===== src/rtl/fetch_unit.sv =====
// rtl/fetch_unit.sv - instruction fetch stage and IF/ID pipeline register
// One outstanding imem request, a 1-entry skid buffer, redirect flush and a saturating stall counter.
module fetch_unit #(
  parameter logic [31:0] RESET_PC    = 32'h0000_0000,
  parameter logic [31:0] NOP_INSTR   = 32'h0000_0013,
  parameter int          STALL_CNT_W = 16
) (
  input  logic                   clk,
  input  logic                   rst,
  input  logic                   keep_PC,
  input  logic                   keep_instr,
  input  logic                   redirect_valid,
  input  logic [31:0]            redirect_pc,
  output logic                   imem_req,
  output logic [31:0]            imem_addr,
  input  logic                   imem_ack,
  input  logic [31:0]            imem_rdata,
  output logic [31:0]            instr_ID,
  output logic [31:0]            pc_ID,
  output logic                   valid_ID,
  output logic [STALL_CNT_W-1:0] stall_cnt
);

  typedef enum logic {S_IDLE, S_WAIT} state_t;

  state_t      state, state_next;
  logic [31:0] fetch_pc;
  logic        drop;
  logic        buf_valid;
  logic [31:0] buf_instr;
  logic [31:0] buf_pc;

  logic ack_w, buf_fill, direct_load, issue;

  always_ff @(posedge clk) begin
    if (rst) state <= S_IDLE;
    else     state <= state_next;
  end

  // A response headed for the skid buffer also blocks issue, so the buffer can never overflow.
  always_comb begin
    state_next  = state;
    ack_w       = (state == S_WAIT) && imem_ack;
    buf_fill    = ack_w && !drop && !redirect_valid && (keep_instr || buf_valid);
    direct_load = ack_w && !drop && !redirect_valid && !keep_instr && !buf_valid;
    issue       = !buf_valid && !buf_fill && !keep_PC && !redirect_valid &&
                  ((state == S_IDLE) || ack_w);
    if (issue)      state_next = S_WAIT;
    else if (ack_w) state_next = S_IDLE;
  end

  always_ff @(posedge clk) begin
    if (rst) begin
      fetch_pc  <= RESET_PC;
      imem_req  <= 1'b0;
      imem_addr <= 32'h0;
      drop      <= 1'b0;
      buf_valid <= 1'b0;
      buf_instr <= 32'h0;
      buf_pc    <= 32'h0;
    end else begin
      if (issue) begin
        imem_req  <= 1'b1;
        imem_addr <= fetch_pc;
        fetch_pc  <= fetch_pc + 32'd4;
      end else if (ack_w) begin
        imem_req  <= 1'b0;
      end
      if (redirect_valid) fetch_pc <= redirect_pc;

      // The in-flight response of a redirected request must never reach IF/ID.
      if (redirect_valid && (state == S_WAIT) && !imem_ack) drop <= 1'b1;
      else if (ack_w)                                       drop <= 1'b0;

      if (redirect_valid) begin
        buf_valid <= 1'b0;
      end else if (buf_fill) begin
        buf_valid <= 1'b1;
        buf_instr <= imem_rdata;
        buf_pc    <= imem_addr;
      end else if (!keep_instr) begin
        buf_valid <= 1'b0;
      end
    end
  end

  always_ff @(posedge clk) begin
    if (rst) begin
      instr_ID <= NOP_INSTR;
      pc_ID    <= 32'h0;
      valid_ID <= 1'b0;
    end else if (redirect_valid) begin
      instr_ID <= NOP_INSTR;
      valid_ID <= 1'b0;
    end else if (!keep_instr) begin
      if (buf_valid) begin
        instr_ID <= buf_instr;
        pc_ID    <= buf_pc;
        valid_ID <= 1'b1;
      end else if (direct_load) begin
        instr_ID <= imem_rdata;
        pc_ID    <= imem_addr;
        valid_ID <= 1'b1;
      end else begin
        instr_ID <= NOP_INSTR;
        valid_ID <= 1'b0;
      end
    end
  end

  always_ff @(posedge clk) begin
    if (rst) begin
      stall_cnt <= '0;
    end else if (keep_instr && valid_ID && (stall_cnt != {STALL_CNT_W{1'b1}})) begin
      stall_cnt <= stall_cnt + {{(STALL_CNT_W-1){1'b0}}, 1'b1};
    end
  end

endmodule


===== config.mk =====
export PLATFORM = sky130hd
export DESIGN_NAME = fetch_unit
export DESIGN_NICKNAME = d
export VERILOG_FILES = /design/src/rtl/fetch_unit.sv
export SDC_FILE = /design/constraint.sdc
export NUM_CORES = 1
export LEC_CHECK = 0
export CORE_ASPECT_RATIO = 0.6
export CORE_MARGIN = 3
export CORE_UTILIZATION = 51
export CTS_CLUSTER_SIZE = 30
export DETAILED_ROUTE_END_ITERATION = 8
export GPL_TIMING_DRIVEN = 1
export PLACE_DENSITY = 0.8
export SYNTH_ARGS = -nofsm -noshare
export SYNTH_HDL_FRONTEND = slang
export SYNTH_SLANG_ARGS = --single-unit

===== constraint.sdc =====
create_clock -name clk -period 2.6 [get_ports clk]
set_clock_uncertainty 0.2 [all_clocks]
set_input_delay 0.26 -clock clk [delete_from_list [all_inputs] [get_ports clk]]
set_output_delay 0.26 -clock clk [all_outputs]
set_load 0.03 [all_outputs]

== After elaboration in Yosys (flattened, before gate mapping) ==
Index checks and enable logic that the tools add are counted.

* Bits in registers: 212
* Output and inout port bits: 114

* Add/subtract/negate cells: 2
* Equality and inequality tests: 2
* Multiplexer cells: 13
* Bitwise gates (word level): 3
* Reduce and logical (&&, ||, !) cells: 30

{| class="wikitable"
|+ Operators by type and width
! kind !! number
|-
| $mux 32 || 6
|-
| $add 32x3->32 const B || 1
|-
| $add 16x1->16 const B || 1
|-
| $ne 16x16->1 const B || 1
|-
| $logic_and 1x1->1 || 14
|-
| $reduce_bool 2->1 || 4
|-
| $logic_not 1->1 || 7
|-
| $mux 1 || 7
|-
| $not 1->1 || 3
|-
| $reduce_and 3->1 || 1
|-
| $logic_or 1x1->1 || 2
|-
| $ne 2x1->1 const B || 1
|-
| $reduce_and 2->1 || 1
|-
| $reduce_or 2->1 || 1
|}

== Longest topological paths before layout ==
* Word-level depth: 11
* Gate-level depth with buffers: 7

== Least setup slack after synthesis ==
OpenSTA, ideal clock, no wires.

* Kind: register to register
* Start: register stall_cnt[7]
* End: register stall_cnt[7]
* Setup time: 0.121 ns
* Arrival time: 1.922 ns
* Data required time: 2.279 ns
* Setup slack: 0.358 ns
* Cell stages (with the launch flop): 7
* Path buffers: 1
* Period minus slack after synthesis: 2.242 ns
* Path through: dfxtp_1 nand4_1 or3_1 buf_1 o211ai_1 nor2_1 mux2_2

* Cells in the longest elaborated chain, start to end: 2
* Elaborated cells on any way between the ends: 3
* Those cells by class: add/sub: 1; eq/ne: 1; reduce/logical: 1

{| class="wikitable"
|+ RTL lines
! what !! line !! RTL
|-
| start, declared || 21 || <nowiki>output logic [STALL_CNT_W-1:0] stall_cnt</nowiki>
|-
| start signal, assigned || 115 || <nowiki>stall_cnt <= stall_cnt + {{(STALL_CNT_W-1){1'b0}}, 1'b1};</nowiki>
|-
| parallel branches: the longest is 2 deep, another holds $add 16x1->16 || n/a ||
|}

Several ways; the timed one is not identified.
A chain may end at the register's enable or synchronous reset.

== Worst setup path in the final report ==
* Start: register fetch_pc[3]
* End: register fetch_pc[30]

* Cells in the longest elaborated chain, start to end: 3

{| class="wikitable"
|+ RTL lines
! what !! line !! RTL
|-
| start, declared || 27 || <nowiki>logic [31:0] fetch_pc;</nowiki>
|-
| start signal, assigned || 65 || <nowiki>fetch_pc <= fetch_pc + 32'd4;</nowiki>
|-
| start signal, assigned || 69 || <nowiki>if (redirect_valid) fetch_pc <= redirect_pc;</nowiki>
|-
| $add 32x3->32 || 65 ||
|-
| $mux 32 || 62 || <nowiki>if (issue) begin</nowiki>
|-
| $mux 32 || 69 ||
|}

No other way between the ends. The select of a mux whose other input is x is not followed.

==> metrics.yaml <==
status: "finished clean"
grt_max_degree: 65
min_path_cells: 3
finalHoldViolCount: 0
place_congestion: 0.889
max_slew.worst_pin.slew_ns: 0.655
peakVddDrop_mv: 0.352
drv_cap: 0
drcViolationCount: 0
power.total_mw: 6.98
regToRegEndpoint: "fetch_pc[30]"
fill_cells: 1335
final_common_cell: "nand2_1"
drtPass1Iterations: 5
yosysUniqueCellTypes: 49
r2r-start: "fetch_pc[3]"
final_nets: 1274
critPathSlowestCell: "or3_1"
avgViaCountPerCell: 5.57
num_io_pins: 184
cts_buffers: 20
die_y_microns: 107
cts_tree: "yes"
yosysSeqAreaShare_pct: 48.9
vias: 8025
clock_latency_ns: 0.49
crit_fanout: 9
globalRoute.totalOverflow: 0
crit_buf_inv: 0
min_to: "fetch_pc[4]"
antenna_found_initial: 1
setup-tns-final_ns: 0
hp-class: "in -> reg"
fin_crit_ns: 2.46
core_area_sq_um: 16400
initial_core_util_pct: 52.8
maxSlewViolCount: 0
numPortBuffers: 183
final_cell_mix: "nand2_1, dfxtp_1, clkdlybuf4s50_1"
synth_warnings: 0
min_period_over_period_pct: 94.8
clock.fmax_mhz: 406
syn_area_per_cell_sq_um: 8.29
cts_htree_levels: 1
setup_viol: 0
cts-root-buf: "clkbuf_16"
place_ws_ns: 0.0776
startpoint_type: "flop"
drive_gt1_share_pct: 6.10
clk_pin_slew_ns: 0.07
area_delta_synth_final_pct: 32.1
netlist_area_sq_um: 8680
drtIter0Drc: 775
p_leak_nw: 3.68
synth_ff_type: "dfxtp_1"
wl_per_cell_microns: 16.2
synth_fp_nets: 1119
slowest_delay_ns: 0.58
p_per_area_nw_per_um2: 609
ys_ff_latch: 212
dpl.hpwl_mm: 15.6
r2r_cells: 6
num_rows: 36
cp_data_required_time_ns: 2.79
ant_nets: 0
async_flop_share_pct: 0
clkSinkCount: 212
die_w_microns: 174
crit_type: "reg -> reg"
r2r_slack_ns: 0.14
worst_slack_ns: 0.135
grt_pass1_vias: 7556
critPathCaptureType: "flop"
arrival_ns: 2.65
grt_pass1_wl_mm: 38.5
routed_wirelength_mm: 23.4
path_delay_family: "simple AND/OR/NAND/NOR gates"
track_usage_pct: 24.6
synthCells: 1047
hp-start: "redirect_pc[4]"
slew_headroom_pct: 56.4
synth_edf_count: 0
die-area_sq_um: 18700
clk_path_buf_depth: 3
path_cells: "ha_1 -> nand3_1 -> or3_1 -> nor4_4 -> nand4_1 -> a31o_2"
rsz0062_at_grt: "no"
antenna_cells: 0
## worst max path at each step
stage | startpoint | endpoint | slack (ns) | depth (start not counted)
final | fetch_pc[3] | fetch_pc[30] | 0.14 | 6
after global routing | fetch_pc[2] | fetch_pc[30] | 0.04 | 6
after CTS | fetch_pc[3] | fetch_pc[30] | 0.06 | 6
after detailed placement | fetch_pc[2] | fetch_pc[30] | 0.08 | 6
after global placement | fetch_pc[3] | fetch_pc[30] | 0.17 | 6
after floorplan | stall_cnt[7] | stall_cnt[7] | 0.36 | 6
## logic make-up (layout without fill, tap and decap cells)
| kind of cell | after synthesis | count (layout) | share of synthesized area, % |
|---|---|---|---|
| simple gates | 451 | 451 | 23.2 |
| compound gates | 231 | 231 | 16.9 |
| flops | 212 | 212 | 48.9 |
| buf+inv | 88 | 255 | 3.85 |
| mux | 36 | 36 | 4.17 |
| xor+xnor | 27 | 27 | 2.72 |
| fa+ha+maj | 2 | 2 | 0.288 |
## metal layers
layer	part of all wire, %	track usage, %	vias up
met1	48	36.4	3740
met3	8.3	6.12	37
met2	42	36.3	282
li1	-	-	3964
met4	1.8	5.45	2
met5	0.051	0	-
## layout make-up
class	count	area, sq um	share of cell area, %
Timing Repair Buffer	212	2090	18.2
Clock buffer	32	638	5.57
Multi-Input combinational cell	747	4130	36.1
Sequential cell	212	4250	37.1
Tap cell	228	285	2.49
Inverter	9	33.8	0.295
Clock inverter	2	35.0	0.306
## report_power, final
group	internal [mW]	leakage [nW]	switching [mW]
registers	3.32	1.72	0.0780
logic	0.277	1.63	0.339
clock network	1.78	0.331	1.19
## worst reg2reg max path, delay by kind of cell (launching register included)
kind | cells | cell delay, ns
simple gates | 4 | 1.26
flops | 1 | 0.42
compound gates | 1 | 0.26
fa+ha+maj | 1 | 0.22
## per-stage QoR
| stage | hold WS [ns] | instances | utilization (%) | instance area [sq um] |
|---|---|---|---|---|
| after floorplan | 0.161 | 1047 | - | 8680 |
| after global placement | 0.241 | 1406 | 65.4 | 10800 |
| after detailed placement | 0.247 | 1406 | 65.4 | 10800 |
| after CTS | 0.120 | 1442 | 69.7 | 11500 |
| after global routing | 0.159 | 1442 | 69.7 | 11500 |
| final | 0.147 | 1442 | 69.7 | 11500 |
## synth_stat cells, types with 2 or more instances
cell type | count | share of area [%]
a211oi_1 | 48 | 4.2
o211ai_1 | 6 | 0.52
nand2_1 | 231 | 10
mux2i_1 | 35 | 4.0
nand3_1 | 18 | 1.0
a21oi_1 | 111 | 6.4
dfxtp_1 | 212 | 49
ha_1 | 2 | 0.29
o21a_1 | 2 | 0.17
and2_1 | 2 | 0.14
o311ai_0 | 3 | 0.30
or4_1 | 4 | 0.35
nor2b_1 | 31 | 2.2
clkbuf_1 | 64 | 2.8
a311oi_1 | 2 | 0.20
or3_1 | 11 | 0.79
nor4_1 | 7 | 0.50
nor2_1 | 76 | 3.3
a31oi_1 | 6 | 0.43
or2_2 | 5 | 0.36
nand4_1 | 14 | 1.0
inv_1 | 9 | 0.39
nor3_1 | 43 | 2.5
xor2_1 | 9 | 0.91
o21ai_0 | 12 | 0.69
a221oi_1 | 29 | 2.9
buf_2 | 3 | 0.17
o22ai_1 | 3 | 0.22
buf_1 | 12 | 0.52
xnor2_1 | 18 | 1.8
## flip-flops by register name, summed over array words and instances, names as in the netlist
signal and count:
pc_ID 32, stall_cnt 16, buf_instr 32, fetch_pc 32
instr_ID 32, drop 1, buf_pc 32, valid_ID 1
buf_valid 1, imem_req 1, imem_addr 32
## what timing repair did
action	CTS	global route
endpoints found under the setup margin	0	2
buffers inserted	0	0
resized for setup	0	1
hold endpoints to repair	19	0
hold buffers	2	0
Note: power is estimated with default switching activity, not from simulation.
